==> config.mk <==
export PLATFORM = sky130hd
export DESIGN_NAME = wb_issue_scheduler
export DESIGN_NICKNAME = d
export VERILOG_FILES = /design/src/rtl/wb_issue_scheduler.sv
export SDC_FILE = /design/constraint.sdc
export NUM_CORES = 1
export LEC_CHECK = 0
export CORE_MARGIN = 2
export CORE_UTILIZATION = 39
export CTS_CLUSTER_DIAMETER = 200
export CTS_CLUSTER_SIZE = 20
export DETAILED_ROUTE_END_ITERATION = 7
export PLACE_DENSITY = 0.62
export SYNTH_ARGS = -nofsm -noshare
export SYNTH_HDL_FRONTEND = slang
export SYNTH_SLANG_ARGS = --single-unit
==> constraint.sdc <==
create_clock -name clk_i -period 3.4 [get_ports clk_i]
set_input_delay 0.68 -clock clk_i [delete_from_list [all_inputs] [get_ports clk_i]]
set_output_delay 0.68 -clock clk_i [all_outputs]
set_load 0.05 [all_outputs]
==> src/rtl/wb_issue_scheduler.sv <==
// rtl/wb_issue_scheduler.sv - issue scheduler that reserves the shared WB port for the ALU and multiplier paths
// It stalls decode on RAW/WAW hazards and WB-slot conflicts, and drives the WB mux select and write address.
module wb_issue_scheduler #(
    parameter int ALU_LAT = 2,
    parameter int MUL_LAT = 7,
    parameter int CNT_W   = 16
) (
    input  logic             clk_i,
    input  logic             rsn_i,
    input  logic             dec_valid_i,
    input  logic             dec_is_mul_i,
    input  logic [4:0]       dec_rs1_i,
    input  logic             dec_rs1_used_i,
    input  logic [4:0]       dec_rs2_i,
    input  logic             dec_rs2_used_i,
    input  logic [4:0]       dec_rd_i,
    input  logic             dec_rd_we_i,
    output logic             stall_o,
    output logic             issue_o,
    output logic             wb_valid_o,
    output logic             wb_sel_mul_o,
    output logic [4:0]       wb_rd_o,
    output logic [31:0]      pending_o,
    output logic [CNT_W-1:0] stall_cnt_o
);

    logic [MUL_LAT-1:0]      v_q, v_d;
    logic [MUL_LAT-1:0]      mul_q, mul_d;
    logic [MUL_LAT-1:0][4:0] rd_q, rd_d;
    logic [CNT_W-1:0]        stall_cnt_q, stall_cnt_d;

    logic reserve, raw, waw, port, hazard;

    always_comb begin
        pending_o = '0;
        for (int i = 0; i < MUL_LAT; i++) begin
            if (v_q[i]) pending_o[rd_q[i]] = 1'b1;
        end
        pending_o[0] = 1'b0;
    end

    always_comb begin
        reserve = dec_rd_we_i && (dec_rd_i != 5'd0);
        raw     = (dec_rs1_used_i && (dec_rs1_i != 5'd0) && pending_o[dec_rs1_i]) ||
                  (dec_rs2_used_i && (dec_rs2_i != 5'd0) && pending_o[dec_rs2_i]);
        waw     = reserve && pending_o[dec_rd_i];
        // The ALU slot is refilled by the shift from ALU_LAT at this same edge.
        port    = reserve && !dec_is_mul_i && v_q[ALU_LAT];
        hazard  = raw || waw || port;
        stall_o = rsn_i && dec_valid_i && hazard;
        issue_o = rsn_i && dec_valid_i && !hazard;
    end

    always_comb begin
        for (int i = 0; i < MUL_LAT - 1; i++) begin
            v_d[i]   = v_q[i+1];
            mul_d[i] = mul_q[i+1];
            rd_d[i]  = rd_q[i+1];
        end
        v_d[MUL_LAT-1]   = 1'b0;
        mul_d[MUL_LAT-1] = 1'b0;
        rd_d[MUL_LAT-1]  = 5'd0;
        if (issue_o && reserve) begin
            if (dec_is_mul_i) begin
                v_d[MUL_LAT-1]   = 1'b1;
                mul_d[MUL_LAT-1] = 1'b1;
                rd_d[MUL_LAT-1]  = dec_rd_i;
            end else begin
                v_d[ALU_LAT-1]   = 1'b1;
                mul_d[ALU_LAT-1] = 1'b0;
                rd_d[ALU_LAT-1]  = dec_rd_i;
            end
        end
    end

    always_comb begin
        stall_cnt_d = stall_cnt_q;
        if (stall_o && !(&stall_cnt_q)) begin
            stall_cnt_d = stall_cnt_q + {{(CNT_W-1){1'b0}}, 1'b1};
        end
    end

    always_ff @(posedge clk_i or negedge rsn_i) begin
        if (!rsn_i) begin
            v_q         <= '0;
            mul_q       <= '0;
            rd_q        <= '0;
            stall_cnt_q <= '0;
        end else begin
            v_q         <= v_d;
            mul_q       <= mul_d;
            rd_q        <= rd_d;
            stall_cnt_q <= stall_cnt_d;
        end
    end

    assign wb_valid_o   = v_q[0];
    assign wb_sel_mul_o = v_q[0] & mul_q[0];
    assign wb_rd_o      = v_q[0] ? rd_q[0] : 5'd0;
    assign stall_cnt_o  = stall_cnt_q;

endmodule

==> summary.md <==
| Metric | Value |
|---|---|
| Sequential fraction of the synthesis area | 30.5% |
| Syn Std Cell Area | 4920 um^2 |
| Clock Skew | 0.00612 ns |
| CP max stage cell | mux4_2 |
| Failing checks | negative setup slack |
| Final hold vios | 0 |
| Via count | 6532 |
| CTS tree | built |
| Ranking of synthesized cells by area | dfrtp_1 (30%), o22ai_1 (11%), nor2_1 (4.6%) |
| Total wire length | 24.2 mm |
| Crit Reg-Reg Startpoint | v_q[0] |
| Initial Util | 39.5% |
| Top Ports | 79 |
| Max stage delay on crit path | 0.49 ns |
| Clk_lat worst skew | 0.33 ns |
| GRT Max-Usage Layer | met2 |
| Setup CP Type | reg -> out |
| Max VDD drop | 0.594 mV |
| P_leak | 3.62 nW |
| Yosys Warn Count | 0 |
| Critical path required time | 2.72 ns |
| Syn Inst Count | 580 |
| Die X-Extent | 116 um |
| Row count | 41 |
| Slew @ Worst Pin | 0.711 ns |
| Drt first pass iters | 5 |
| Diode count | 0 |
| Relative slew slack | 52.6% |
| GRT Util Overall | 35.6% |
| Worst R2R Path Depth | 13 |
| GRT Residual Overflow | 0 |
| Vias in the first global route | 6252 |
| Max Root-Sink Buffers | 2 |
| Clock sink count | 60 |
| Worst-path cell chain | buf_4, nand4bb_2, o22a_1, o21ai_1, or3_4, mux4_2, or3_4, nand4_1, o2111ai_4, and2_4, buf_6 |
| Register-to-Register Setup Slack | -0.33 ns |
| M3 GR Usage | 7.89% |
| Syn Area/Cell | 8.49 um^2 |
| Top-area cell type share of the netlist area | 30.5% |
| Core Area | 12500 um^2 |
| Clock Tree Root | clkbuf_16 |
| Data arrival, critical path | 3.35 ns |
| Nets | 904 |
| Cell mode on critical path | or3_4 |
| Initial DRC count | 688 |
| Critical Path Sink Type | primary output |
| Status | complete, but fails checks |
| Layout cell share with drive strength beyond 1 | 42.4% |
| Die H | 116 um |
| Most common cell in the synthesized netlist | o22ai_1 |
| Hold Path Class | in -> async |
| GR Util met1 | 46.9% |
| Top_reg_cell synth | dfrtp_1 |
| Placed insts | 1030 |
| Area post-placement | 7540 um^2 |
| Design Area, Final | 8130 um^2 |
| CTS H-tree lvls | 3 |
| Syn nets | 603 |
| Fmax | 248 MHz |
| Hpwl dp | 19.2 mm |
| DIE AREA | 13500 um^2 |
| Clock period minus final worst setup slack | 4.03 ns |
| Post-synth EDFFs | 0 |
| CTS buffer count | 9 |
| Power, Total | 2.18 mW |
| Final Non-Filler Cells | 1058 |
| Vias/cell | 6.17 |
| Final WS setup | -0.628 ns |
| Yosys cell types | 71 |
| Final setup viols | 18 |
| Largest net degree at the start of global routing | 58 |
| Max FO, Critical Path | 12 |
| Synth Register Bits | 60 |
| Fin. max-slew vios | 0 |
| Antenna-violating nets left | 0 |
| Remaining DRCs | 0 |
| Crit Reg-Reg Endpoint | rd_d[3] |
| Port buffer count | 77 |
| Final period util | 118% |
| Max_cap viols | 0 |
| RSZ-0062 raised after global routing | true |
| Global-route wire length before repair | 35.7 mm |
| Most frequent cells after synthesis | o22ai_1 (84), nor2_1 (61), dfrtp_1 (60) |
| Area added between synthesis and finish | 65.1% |
| Layout Utilization | 65.2% |
| PwrDens | 268 nW/um^2 |
| Startpoint types | register |
| Fraction of registers with async set/reset | 100% |
| Post-synth top area cell | dfrtp_1 |
| Met2 usage | 54.7% |
| Global placement routability congestion | 1.09 |
| Clock slew at reported path FFs | 0.06 ns |
| Wire per inst | 22.9 um |
| Initial antenna violation count | 0 |
==> through the flow <==
step / worst slack, ns / setup TNS, ns / hold WS [ns]
6_report: -0.628 / -3.47 / 0.185
2_1_floorplan: -0.446 / -1.43 / 0.331
4_1_cts: -0.607 / -3.05 / 0.181
5_1_grt: -0.703 / -6.18 / 0.192
3_3_place_gp: -0.456 / -4.65 / 0.379
3_5_place_dp: -0.437 / -5.79 / 0.379
==> critical path: cells and delay by family (launching register included) <==
| family | cells | cell delay (ns) |
|---|---|---|
| simple gates | 5 | 1.35 |
| mux | 1 | 0.49 |
| flops | 1 | 0.43 |
| compound gates | 3 | 0.40 |
| buf+inv | 2 | 0.33 |
==> report_power, final <==
group | switching (mW) | total [mW] | internal [mW]
clock network | 0.341 | 0.855 | 0.514
logic | 0.297 | 0.517 | 0.221
registers | 0.0521 | 0.806 | 0.754
total | 0.690 | 2.18 | 1.49
==> cell usage in the layout, fill, tap and decap left out, drive strengths merged, types with 4 or more instances in the layout <==
| cell type | netlist | routed |
|---|---|---|
| nand3 | 17 | 17 |
| and2 | 17 | 17 |
| or4b | 7 | 7 |
| o21ai | 6 | 6 |
| o311ai | 5 | 5 |
| and3 | 11 | 11 |
| nor2 | 61 | 61 |
| nand2 | 33 | 33 |
| mux2 | 10 | 10 |
| nor4 | 16 | 16 |
| or4 | 9 | 9 |
| buf | 11 | 271 |
| o211ai | 4 | 4 |
| or3 | 4 | 4 |
| nand4b | 23 | 23 |
| nand2b | 19 | 19 |
| or2 | 9 | 9 |
| clkdlybuf4s50 | 0 | 47 |
| a21oi | 5 | 5 |
| o22a | 5 | 5 |
| nand4 | 14 | 14 |
| nor2b | 6 | 6 |
| a22oi | 4 | 4 |
| nor3 | 9 | 9 |
| inv | 22 | 23 |
| mux2i | 4 | 4 |
| mux4 | 6 | 6 |
| o22ai | 84 | 84 |
| dfrtp | 60 | 60 |
| or4bb | 18 | 18 |
| clkbuf | 23 | 11 |
| xnor2 | 13 | 13 |
==> area by class of cell <==
type / instances / area, um^2
clock inverters: 5 / 36.3
flip-flops and latches: 60 / 1520
repair buffers: 324 / 2600
clock buffers: 11 / 243
well taps: 172 / 215
multi-input cells: 464 / 3440
inverters: 22 / 82.6
fillers: 1092 / 4340
==> logic make-up (layout without fill, tap and decap cells) <==
logic type	after synthesis	count (layout)	synth area share (%)
AO/OA/AOI/OAI	145	145	20.7
flip-flops	60	60	30.5
other	1	1	0.0761
AND/OR/NAND/NOR	284	284	35.7
XOR/XNOR	13	13	2.31
buffers and inverters	56	362	4.70
adder cells (fa/ha/maj)	1	1	0.254
multiplexers	20	20	5.84
==> worst max-delay path by stage <==
stage                     slack (ns)     start      end  cells after the start
after floorplan                -0.45    v_q[0]  issue_o                     10
after global placement         -0.46    v_q[0]  stall_o                     11
after detailed placement       -0.44   rd_q[2]  stall_o                     10
after CTS                      -0.61  rd_d[13]  stall_o                     10
after global routing           -0.70    v_q[3]  stall_o                     11
final                          -0.63    v_q[0]  stall_o                     11
==> per-layer routing <==
layer  wire, um  part of all wire, %  vias up
met4       1370                  5.6        0
met2      10600                   44      444
li1           -                    -     2876
met5          0                    0        -
met1       9670                   40     3101
met3       2600                   11      111
==> flip-flops by register name, indices dropped and copies added, names as in the netlist <==
name	cells
stall_cnt_o	16
mul_q	5
rd_q	10
rd_d	25
v_q	4
==> repair_timing <==
item,CTS,global route
hold buffers,0,0
pin swaps,7,11
endpoints found under the setup margin,33,32
hold endpoints to repair,0,0
setup buffers,7,6
resized for setup,18,43
(Power assumes the default switching activity.)
